**src/rtl/game_pkg.sv**
```systemverilog
// Shared types and widths for the VGA game scene controller.
package game_pkg;

    typedef enum logic [2:0] {
        IDLE  = 3'd0,
        INST  = 3'd1,
        GAME  = 3'd2,
        MODET = 3'd3,
        DIE   = 3'd4,
        WIN   = 3'd5,
        END   = 3'd6
    } state_e;

    localparam int LAYER_W = 7;
    localparam int TIME_W  = 7;

endpackage

```
**src/rtl/next_btn_sync.sv**
```systemverilog
// Next-button conditioning: 2-flop synchroniser, optional debounce
// (GAME_NEXT_DEBOUNCE_EN) and rising-edge detect producing a 1-cycle next_p.
module next_btn_sync
    import game_pkg::*;
#(
    parameter int DEBOUNCE_CYC = 250000
) (
    input  logic clk,
    input  logic rst_n,
    input  logic btn,
    output logic next_p
);

    logic sync1_reg, sync2_reg;
    logic level;
    logic level_d_reg;
    logic next_p_reg;

    always_ff @(posedge clk or negedge rst_n) begin
        if (!rst_n) begin
            sync1_reg <= 1'b0;
            sync2_reg <= 1'b0;
        end else begin
            sync1_reg <= btn;
            sync2_reg <= sync2_reg == sync2_reg ? sync1_reg : sync1_reg;
        end
    end

`ifdef GAME_NEXT_DEBOUNCE_EN
    localparam int CW = $clog2(DEBOUNCE_CYC + 1);

    logic [CW-1:0] cnt_reg;
    logic          deb_reg;

    // The debounced level follows only after DEBOUNCE_CYC consecutive differing samples.
    always_ff @(posedge clk or negedge rst_n) begin
        if (!rst_n) begin
            cnt_reg <= '0;
            deb_reg <= 1'b0;
        end else if (sync2_reg == deb_reg) begin
            cnt_reg <= '0;
        end else if (cnt_reg == CW'(DEBOUNCE_CYC - 1)) begin
            cnt_reg <= '0;
            deb_reg <= sync2_reg;
        end else begin
            cnt_reg <= cnt_reg + CW'(1);
        end
    end

    assign level = deb_reg;
`else
    // Parameter kept so both builds share one interface.
    logic unused_cfg;
    assign unused_cfg = (DEBOUNCE_CYC > 0);
    assign level      = sync2_reg;
`endif

    always_ff @(posedge clk or negedge rst_n) begin
        if (!rst_n) begin
            level_d_reg <= 1'b0;
            next_p_reg  <= 1'b0;
        end else begin
            level_d_reg <= level;
            next_p_reg  <= level & ~level_d_reg;
        end
    end

    assign next_p = next_p_reg;

endmodule

```
**src/rtl/game_scene_ctrl.sv**
```systemverilog
// Game sequencer: button/events to FSM state, frame-aligned scene latch,
// layer enables and countdown timer. Optional macro: GAME_NEXT_DEBOUNCE_EN.
module game_scene_ctrl
    import game_pkg::*;
#(
    parameter int FPS          = 60,
    parameter int GAME_TIME_S  = 60,
    parameter int INST_FRAMES  = 600,
    parameter int END_FRAMES   = 300,
    parameter int DEBOUNCE_CYC = 250000
) (
    input  logic               i_clk_25,
    input  logic               i_rst_n,
    input  logic               i_next,
    input  logic               i_frame,
    input  logic               i_hit,
    input  logic               i_goal,
    output logic [2:0]         o_state,
    output logic [2:0]         o_scene,
    output logic [LAYER_W-1:0] o_layer_en,
    output logic               o_scene_chg,
    output logic               o_mode,
    output logic [TIME_W-1:0]  o_time_left
);

    localparam int FMAX = (INST_FRAMES > END_FRAMES) ? INST_FRAMES : END_FRAMES;
    localparam int FW   = $clog2(FMAX) + 1;
    localparam int SW   = $clog2(FPS + 1);

    logic next_p;

    next_btn_sync #(
        .DEBOUNCE_CYC(DEBOUNCE_CYC)
    ) u_next_sync (
        .clk    (i_clk_25),
        .rst_n  (i_rst_n),
        .btn    (i_next),
        .next_p (next_p)
    );

    state_e             state_reg, state_next, scene_reg;
    logic [LAYER_W-1:0] layer_en_reg;
    logic               scene_chg_reg;
    logic               mode_reg;
    logic [TIME_W-1:0]  time_reg;
    logic [FW-1:0]      frame_cnt_reg;
    logic [SW-1:0]      sec_cnt_reg;

    always_comb begin
        state_next = state_reg;
        case (state_reg)
            IDLE:     if (next_p) state_next = INST;
            INST:     if (next_p || frame_cnt_reg >= FW'(INST_FRAMES)) state_next = GAME;
            GAME: begin
                if (i_hit)               state_next = DIE;
                else if (i_goal)         state_next = WIN;
                else if (time_reg == '0) state_next = DIE;
                else if (next_p)         state_next = MODET;
            end
            MODET:    if (next_p) state_next = GAME;
            DIE, WIN: if (next_p) state_next = END;
            END:      if (next_p || frame_cnt_reg >= FW'(END_FRAMES)) state_next = IDLE;
            default:  state_next = IDLE;
        endcase
    end

    always_ff @(posedge i_clk_25 or negedge i_rst_n) begin
        if (!i_rst_n) begin
            state_reg     <= IDLE;
            scene_reg     <= IDLE;
            layer_en_reg  <= LAYER_W'(1);
            scene_chg_reg <= 1'b0;
            mode_reg      <= 1'b0;
            time_reg      <= TIME_W'(GAME_TIME_S);
            frame_cnt_reg <= '0;
            sec_cnt_reg   <= '0;
        end else begin
            state_reg <= state_next;

            if (state_next != state_reg)
                frame_cnt_reg <= '0;
            else if (i_frame && frame_cnt_reg != {FW{1'b1}})
                frame_cnt_reg <= frame_cnt_reg + FW'(1);

            // A fresh game restarts the clock; resuming from MODET does not.
            if (state_reg == INST && state_next == GAME) begin
                time_reg    <= TIME_W'(GAME_TIME_S);
                sec_cnt_reg <= '0;
            end else if (state_reg == GAME && i_frame) begin
                if (sec_cnt_reg == SW'(FPS - 1)) begin
                    sec_cnt_reg <= '0;
                    if (time_reg != '0)
                        time_reg <= time_reg - TIME_W'(1);
                end else begin
                    sec_cnt_reg <= sec_cnt_reg + SW'(1);
                end
            end

            if (state_reg == GAME && state_next == MODET)
                mode_reg <= ~mode_reg;

            // Scene follows the pre-edge state so a same-cycle transition shows next frame.
            scene_chg_reg <= 1'b0;
            if (i_frame) begin
                scene_reg     <= state_reg;
                layer_en_reg  <= LAYER_W'(1) << state_reg;
                scene_chg_reg <= (scene_reg != state_reg);
            end
        end
    end

    assign o_state     = state_reg;
    assign o_scene     = scene_reg;
    assign o_layer_en  = layer_en_reg;
    assign o_scene_chg = scene_chg_reg;
    assign o_mode      = mode_reg;
    assign o_time_left = time_reg;

endmodule

```
**config.mk**
```make
export PLATFORM = sky130hd
export DESIGN_NAME = game_scene_ctrl
export DESIGN_NICKNAME = d
export VERILOG_FILES = /design/src/rtl/game_pkg.sv /design/src/rtl/next_btn_sync.sv /design/src/rtl/game_scene_ctrl.sv
export SDC_FILE = /design/constraint.sdc
export NUM_CORES = 1
export LEC_CHECK = 0
export CAP_MARGIN = 10
export CORE_ASPECT_RATIO = 0.9
export CORE_MARGIN = 10
export CORE_UTILIZATION = 40
export DETAILED_ROUTE_END_ITERATION = 16
export GPL_TIMING_DRIVEN = 0
export PLACE_DENSITY_LB_ADDON = 0.2
export SETUP_SLACK_MARGIN = 0.02
export SLEW_MARGIN = 20
export SYNTH_ARGS = -nofsm -noshare
export SYNTH_HDL_FRONTEND = slang
export SYNTH_SLANG_ARGS = --single-unit
```
**constraint.sdc**
```tcl
create_clock -name i_clk_25 -period 3.6 [get_ports i_clk_25]
set_input_delay 0.54 -clock i_clk_25 [delete_from_list [all_inputs] [get_ports i_clk_25]]
set_output_delay 0.54 -clock i_clk_25 [all_outputs]
set_load 0.02 [all_outputs]
```
* Word level (Yosys, flattened, before mapping)
Index checks and enable logic that the tools add are counted.
** Word-level totals
- Memory bits (writable) :: 0
- Memories kept :: 0
- ROM bits :: 0
- Register bits after elaboration :: 43
- Latch bits :: 0
** Operators by class
- $add $sub $neg :: 3
- Bitwise operators :: 3
- Order comparisons :: 2
- Multiplexer cells :: 20
- $mul :: 0
- Div/mod/pow operators :: 0
- Shift-type cells :: 1
- Reductions and logical operators :: 15
- Eq/ne operators :: 12
** Operators by type and width (number)
- 7-bit 2-to-1 mux :: 4
- 3-bit 2-to-1 mux :: 9
- 11-bit 2-to-1 mux :: 2
- 6-bit 2-to-1 mux :: 3
- 3-bit one-hot mux with 6 select lines :: 1
- 3-bit by 2-bit equality test with 1-bit output (second input constant) :: 4
- 11-bit by 1-bit adder with 11-bit output (second input constant) :: 1
- 11-bit by 10-bit >= comparator with 1-bit output (second input constant) :: 1
- 11-bit by 9-bit >= comparator with 1-bit output (second input constant) :: 1
- 11-bit != test (second input constant) :: 1
- 3-bit equality test (second input constant) :: 3
- 2-bit nonzero test :: 4
- 7-bit logical NOT :: 1
- 7-bit nonzero test :: 1
- 1-bit by 3-bit left shift with 7-bit output (first input constant) :: 1
- 7-bit by 1-bit subtractor with 7-bit output (second input constant) :: 1
- 6-bit by 1-bit adder with 6-bit output (second input constant) :: 1
- 6-bit equality test (second input constant) :: 1
- 3-bit != test :: 2
- 1-bit logical AND :: 4
- 3-bit by 1-bit equality test with 1-bit output (second input constant) :: 1
- 3-bit logical NOT :: 1
- 3-bit AND reduction :: 1
- 1-bit logical OR :: 2
- other kinds (4) :: 5

* Longest topological paths before layout
Gate-level depths: netlist (run 1).
- Word-level depth :: 9
- Depth in mapped cells :: 8
- Depth with buffers taken out :: 7

* Hierarchy
Synthesis (run 1) repeated with hierarchy kept, for this count alone.
** Second synthesis, totals
- Cells, all modules :: 223
- Area, all modules :: 2144.6 um2
** By module, submodules not included
- game_scene_ctrl :: instances 1, area an instance 2030.7 um2, cells an instance 218
- next_btn_sync :: instances 1, area an instance 113.9 um2, cells an instance 5

* Least setup slack after synthesis (run 1)
No wires, ideal clock.
- Kind :: register to register
- Start :: reg time_reg[0], in the netlist o_time_left[0]
- End :: reg frame_cnt_reg[10]
- Path slack :: 1.421 ns
- Cell stages (with the launch flop) :: 9
- Period minus slack after synthesis :: 2.179 ns
- Arrival time :: 2.099 ns
- Setup time :: 0.080 ns
- Path buffers :: 1
- Cell sequence :: dfrtp_1 -> inv_1 -> ha_1 -> or3b_4 -> or3_4 -> a221oi_2 -> o21ai_2 -> buf_6 -> nor3_2
** Between the ends
- Word-level cells in the longest chain between the ends :: 7
- Elaborated cells between the ends (all ways) :: 8
** Ends and longest elaborated chain
- from (decl) :: line game_scene_ctrl.sv:45 : logic [TIME_W-1:0] time_reg;
- from (signal assigned) :: line game_scene_ctrl.sv:74 : time_reg <= TIME_W'(GAME_TIME_S);
- from (signal assigned) :: line game_scene_ctrl.sv:87 : time_reg <= TIME_W'(GAME_TIME_S);
- from (signal assigned) :: line game_scene_ctrl.sv:93 : time_reg <= time_reg - TIME_W'(1);
- 7-bit logical NOT * :: line game_scene_ctrl.sv:57 : else if (time_reg == '0) state_next = DIE;
- 3-bit 2-to-1 mux * :: line game_scene_ctrl.sv:57
- 3-bit 2-to-1 mux * :: line game_scene_ctrl.sv:56 : else if (i_goal) state_next = WIN;
- 3-bit 2-to-1 mux * :: line game_scene_ctrl.sv:55 : if (i_hit) state_next = DIE;
- 3-bit one-hot mux with 6 select lines * :: line game_scene_ctrl.sv:51 : case (state_reg)
- 3-bit != test * :: line game_scene_ctrl.sv:80 : if (state_next != state_reg)
- 11-bit 2-to-1 mux or 2-bit nonzero test (tied branches)
- to (signal assigned) :: line game_scene_ctrl.sv:83 : frame_cnt_reg <= frame_cnt_reg + FW'(1);
- to (decl) :: line game_scene_ctrl.sv:46 : logic [FW-1:0] frame_cnt_reg;
Every way passes the cells marked *; elsewhere a longest branch is shown, timed or not.
A chain may end at the register's enable or synchronous reset.

* Worst setup path after layout (run 1)
- Start :: reg time_reg[0], in the netlist o_time_left[0]
- End :: reg frame_cnt_reg[7]
The elaborated chain is that of the path after synthesis.

==> results of run 1 <==
-- cell usage in the layout (no fill, tap or decap), types with 3 or more instances in the layout --
cell type        Yosys  final
nand4_1              8      8
and3_1               3      3
clkbuf_1             3      5
clkdlybuf4s50_1      0     26
nor3_2              11     11
nand3_1             10     10
buf_2                2      3
nand2_1             30     30
dfrtp_1             38     38
xor2_1              10     10
mux2i_1              3      3
o21ai_0              8      8
a21oi_1              9      9
xnor2_1              5      5
dfstp_2              5      5
mux2_2               3      3
nor2_1              20     20
inv_1               12     12
o22ai_1              4      4
ha_1                 4      4
nor3_1              10     10
clkbuf_8             4      9
-- per-layer routing --
metal / vias up / share of wire / wire length [um] / track usage
met5: - / 0 / 0 / 0
met4: 0 / 0.014 / 70 / 0.0353
met3: 7 / 0.049 / 246 / 0.0305
met2: 38 / 0.48 / 2400 / 0.179
met1: 867 / 0.46 / 2320 / 0.140
li1: 899 / - / - / -
-- worst max path at each step --
stage	startpoint	to	slack, ns	depth (start not counted)
floorplan	o_time_left[0]$_DFFE_PN0P_	frame_cnt_reg[10]$_DFFE_PN0P_	1.42	8
global placement	i_rst_n	frame_cnt_reg[6]$_DFFE_PN0P_	0.79	1
detailed placement	i_frame	o_time_left[1]$_DFFE_PN0P_	1.09	6
CTS	o_time_left[0]$_DFFE_PN0P_	frame_cnt_reg[7]$_DFFE_PN0P_	1.33	8
global route	o_time_left[0]$_DFFE_PN0P_	frame_cnt_reg[7]$_DFFE_PN0P_	1.23	8
finish	o_time_left[0]$_DFFE_PN0P_	frame_cnt_reg[7]$_DFFE_PN0P_	1.31	8
-- layout make-up --
class / count / area [sq um] / share of cell area
flip-flops and latches: 43 / 1080 / 0.383
plain buffers: 12 / 103 / 0.0363
repair buffers: 28 / 293 / 0.104
clock buffers: 7 / 76.3 / 0.0270
inverters: 12 / 45.0 / 0.0160
well taps: 70 / 87.6 / 0.0310
multi-input cells: 171 / 1110 / 0.392
clock inverters: 1 / 30.0 / 0.0106
-- power breakdown --
part	internal, mW	switching (mW)
logic	0.283	0.331
clock network	0.208	0.159
registers	0.574	0.0824
total	1.07	0.572
-- worst register-to-register path: stages, from the launching register on --
cell      delay (ns)
dfrtp_1         0.43
inv_1           0.07
ha_1            0.18
or3b_4          0.41
or3_4           0.39
a221oi_2        0.26
o21ai_2         0.10
buf_6           0.17
nor3_2          0.20
-- metrics by stage --
stage / worst slack, ns / std cells / power (mW)
4_1_cts: 1.33 / 344 / 1.66
5_1_grt: 1.23 / 344 / 1.74
3_3_place_gp: 0.787 / 335 / 1.28
3_5_place_dp: 1.09 / 336 / 1.29
6_report: 1.31 / 344 / 1.64
2_1_floorplan: 1.42 / 238 / 1.06
-- kinds of logic after synthesis --
group	share of synthesized area
simple gates	0.259
flops	0.463
compound gates	0.110
buf+inv	0.0632
xor+xnor	0.0562
mux	0.0273
fa+ha+maj	0.0214
==> reports/qor.txt, run 1 <==
routed len/inst: 14.6 um
Post-Route WL: 5.04 mm
sequential share of the synthesized area: 0.463
Avg Synthesized Cell Area: 9.82 sq um
flop2flop setup slack: 1.31 ns
H-tree levels: 2
Arr. time, crit path: 2.49 ns
Worst path max stage delay: 0.43 ns
total grt overflow: 0
hpwl dp: 3.68 mm
post-route ant nets: 0
most frequent cell after synthesis: dfrtp_1
clock skew: 0.00810 ns
Fmax achieved: 0.437 GHz
actual slew at the worst max-slew pin: 0.662 ns
register bit total from synthesis: 43
vias in the first global route: 1805
Synth async-reset ratio: 1.00
number of port buffers: 27
crit path time final: 2.29 ns
Iter 0 DRT Violations: 65
Worst Path Buf+Inv: 2
CTS tree: done
layout cells sized above 1: 0.172
Setup crit start kind: register
Net count, final: 283
clock latency at the later pin of the worst-skew pair: 0.29 ns
DRT Pass-1 Iters: 4
Setup TNS: 0 ns
die area: 9310 sq um
RSZ-0062 raised after global routing: false
Post-Syn Instances: 238
crit end category: register
root buf cell: clkbuf_8
DR vias/cell: 5.26
dpl cell area: 2720 sq um
ANT cells: 0
VDD IR max: 0.000361 V
worst setup path class: reg -> reg
DR DRC count: 0
CORE AREA: 5660 sq um
cts repair resizes: 0
Die Ht: 92.5 um
clock sinks: 43
fin util: 0.499
Fill cells: 540
R2R depth: 8
hold buffer count at cts: 0
EDFF count, synth: 0
Synth top cells by count: dfrtp_1 (38), nand2_1 (30), nor2_1 (20)
Initial Util: 0.413
Die Width: 101 um
Synth top area share: 0.407
Post-Syn Nets: 248
crit share post-route: 0.635
number of library cell types mapped by synthesis: 50
CTS buffer count: 5
CTS clk-pin slew, worst paths: 0.08 ns
GRT Overall Usage: 0.111
Hold Crit Class: in -> async
Setup Fix Bufs, Post-CTS: 0
outcome: finished, final reports clean
Primary FF master, synth: dfrtp_1
largest net degree at the start of global routing: 25
RePlAce Congestion: 0.852
Critical-path top delay cell: dfrtp_1
worst-path maximum fanout: 10
Area Overhead vs Synth: 20.8%
RR Endpoint: frame_cnt_reg[7]$_DFFE_PN0P_
CTS max path bufs: 2
Final Hold Fails: 0
antenna violations before repair: 0
IO Count: 28
Pwr Density: 580 nW/um^2
Slew Viols, Final: 0
required time of the worst setup path: 3.80 ns
family with the most delay on the worst path: simple AND/OR/NAND/NOR gates
Core Rows: 26
reg2reg start: o_time_left[0]$_DFFE_PN0P_
vias: 1811
first-pass GRT wire length: 8.55 mm
Finished Cell Area: 2820 sq um
Yosys warning count: 0
synth top area cells: dfrtp_1 (41%), dfstp_2 (5.6%), nand2_1 (4.8%), nor3_2 (4.7%), xor2_1 (3.7%)
max FFs per register: 11
leading area contributor after synthesis: dfrtp_1
Max transition margin: 0.553
Post-Syn Area: 2340 sq um
Max-cap violations: 0
Final Setup Violations: 0
hold_ws: 0.248 ns
Pleak: 1.16 nW
Cell Chain, Critical Path: inv_1, ha_1, or3b_4, or3_4, a221oi_2, o21ai_2, buf_6, nor3_2
Power figures use the tool's default switching activity.
==> run 2, diff against run 1 <==
==> constraint.sdc (replaced) <==
create_clock -name i_clk_25 -period 2 [get_ports i_clk_25]
set_input_delay 0.3 -clock i_clk_25 [delete_from_list [all_inputs] [get_ports i_clk_25]]
set_output_delay 0.3 -clock i_clk_25 [all_outputs]
set_load 0.02 [all_outputs]
==> reports/qor.txt, run 2 (synthesized netlist as in run 1, its figures left out) <==
Die Ht: 92.5 um (unchanged)
Max-cap violations: 0 (unchanged)
ANT cells: 0 (unchanged)
Fill cells: 531 (-1.7%)
largest net degree at the start of global routing: 28 (+12%)
Setup crit start kind: register
outcome: finished with violations
crit end category: register
Hold Crit Class: reg -> reg
vias in the first global route: 1906 (+5.6%)
CORE AREA: 5660 sq um (unchanged)
crit path time final: 2.09 ns (-0.196 ns)
Fmax achieved: 0.478 GHz (+9.4%)
Pleak: 1.16 nW (+0.19%)
Core Rows: 26 (unchanged)
required time of the worst setup path: 2.21 ns (-1.59 ns)
DR DRC count: 0 (unchanged)
hpwl dp: 3.78 mm (+2.9%)
DRT Pass-1 Iters: 4 (unchanged)
clock sinks: 43 (unchanged)
violated checks: negative setup slack
Pwr Density: 1040 nW/um^2 (+79%)
Initial Util: 0.413 (unchanged)
R2R depth: 8 (unchanged)
total grt overflow: 0 (unchanged)
flop2flop setup slack: -0.09 ns (-1.40 ns)
most frequent cells in the layout: dfrtp_1 (36), nand2_1 (30), clkdlybuf4s50_1 (26)
die area: 9310 sq um (unchanged)
RR Endpoint: frame_cnt_reg[6]$_DFFE_PN0P_
Post-Layout Cell Count: 350 (+1.7%)
dpl cells: 336 (unchanged)
VDD IR max: 0.000659 V (+83%)
CTS clk-pin slew, worst paths: 0.08 ns (about the same)
Area Overhead vs Synth: 24.7%
routed len/inst: 14.6 um (-0.64%)
crit share post-route: 1.05 (+0.410)
Post-Route WL: 5.09 mm (+1.1%)
CTS buffer count: 5 (unchanged)
Slew Viols, Final: 0 (unchanged)
H-tree levels: 2 (unchanged)
Endpoint, Worst Hold: u_next_sync.level$_DFF_PN0_
Setup WS post-layout: -0.0900 ns (-1.40 ns)
IO Count: 28 (unchanged)
hold_sp: u_next_sync.sync1_reg$_DFF_PN0_
RePlAce Congestion: 0.793 (-7.0%)
RSZ-0062 raised after global routing: true
commonest non-fill, non-tap cell in the layout: dfrtp_1
layout cells sized above 1: 0.214 (+0.0428)
root buf cell: clkbuf_8
vias: 1851 (+2.2%)
DR vias/cell: 5.29 (+0.46%)
fin util: 0.515 (+0.0161)
antenna violations before repair: 0 (unchanged)
first-pass GRT wire length: 8.96 mm (+4.8%)
Iter 0 DRT Violations: 95 (+46%)
CTS tree: done
clock latency at the later pin of the worst-skew pair: 0.30 ns (about the same)
Final Setup Violations: 10 (+10)
actual slew at the worst max-slew pin: 0.578 ns (-0.0839 ns)
hold path depth: 0
area occupied by multi-input gates: 1150 sq um (+3.7%)
post-route ant nets: 0 (unchanged)
worst-path maximum fanout: 5 (-5)
Final Hold Fails: 0 (unchanged)
Arr. time, crit path: 2.30 ns (-0.19 ns)
CP Launch Point: o_time_left[1]$_DFFE_PN0P_
clock skew: 0.0113 ns (+0.00324 ns)
number of port buffers: 27 (unchanged)
FF+latch area: 1080 sq um (+0.23%)
Max transition margin: 0.610 (+0.0567)
Net count, final: 289 (+2.1%)
max FFs per register: 11 (unchanged)
CTS max path bufs: 2 (unchanged)
Die Width: 101 um (unchanged)
worst setup path class: reg -> reg
reg2reg start: o_time_left[1]$_DFFE_PN0P_
GRT Overall Usage: 0.116 (+0.00513)
## run 2: per-layer routing
metal | part of all wire | vias up | track usage
met5 | 0 | - | 0
met2 | 0.47 | 46 | 0.185
met1 | 0.45 | 882 | 0.145
li1 | - | 916 | -
met4 | 0.012 | 0 | 0.0435
met3 | 0.060 | 7 | 0.0327
## run 2: worst max path at each step
stage / slack, ns / endpoint / cells past startpoint
final: -0.09 / frame_cnt_reg[6]$_DFFE_PN0P_ / 8
after global placement: -0.70 / o_time_left[1]$_DFFE_PN0P_ / 1
after floorplan: -0.07 / frame_cnt_reg[1]$_DFFE_PN0P_ / 8
after global routing: -0.16 / frame_cnt_reg[6]$_DFFE_PN0P_ / 8
after detailed placement: -0.27 / o_time_left[1]$_DFFE_PN0P_ / 6
after CTS: -0.08 / frame_cnt_reg[6]$_DFFE_PN0P_ / 8
## run 2: metrics by stage
stage	hold WS, ns	power, mW	cell area, sq um	TNS [ns]	setup WS (ns)
2_1_floorplan	0.00441	1.91	2350	-0.718	-0.0719
3_3_place_gp	0.333	2.30	2710	-23.50	-0.697
3_5_place_dp	0.254	2.33	2730	-2.68	-0.275
4_1_cts	0.354	3.03	2890	-0.657	-0.0843
5_1_grt	0.366	3.21	2920	-1.32	-0.158
6_report	0.351	3.02	2920	-0.728	-0.0900
## run 2: power breakdown
part	switching (mW)	internal [mW]
Sequential	0.150	1.03
Clock	0.287	0.374
Combinational	0.628	0.545
## run 2: repair_timing
item	4_1_cts	5_1_grt
resized for setup	3	5
pin swaps	4	2
setup endpoints to repair	13	17
endpoints found under the hold margin	15	0
hold buffers	1	0
buffers inserted	5	0
gates cloned	1	0
## run 2: critical path: stages (launching register included)
cell and delay (ns):
dfrtp_2 0.42, inv_2 0.07, ha_4 0.13, or3b_4 0.39, or3_4 0.34, a221oi_2 0.25, o21ai_2 0.14, buf_6 0.16
nor3_4 0.10
## run 2: layout make-up
cell class	instances	share of cell area
inverter	12	0.0155
sequential	43	0.372
buffer	11	0.0339
timing repair buffer	35	0.118
multi-input combinational	171	0.394
clock buffer	7	0.0262
clock inverter	1	0.0103
tap	70	0.0300
==> run 3, diff against run 2 <==
--- a/config.mk
+++ b/config.mk
@@ -10,6 +10,7 @@
 export CORE_MARGIN = 10
 export CORE_UTILIZATION = 40
 export DETAILED_ROUTE_END_ITERATION = 16
+export GPL_ROUTABILITY_DRIVEN = 0
 export GPL_TIMING_DRIVEN = 0
 export PLACE_DENSITY_LB_ADDON = 0.2
 export SETUP_SLACK_MARGIN = 0.02
==> results of run 3 <==
Same layout as run 2: the final DEF is identical, and so are final timing and power.
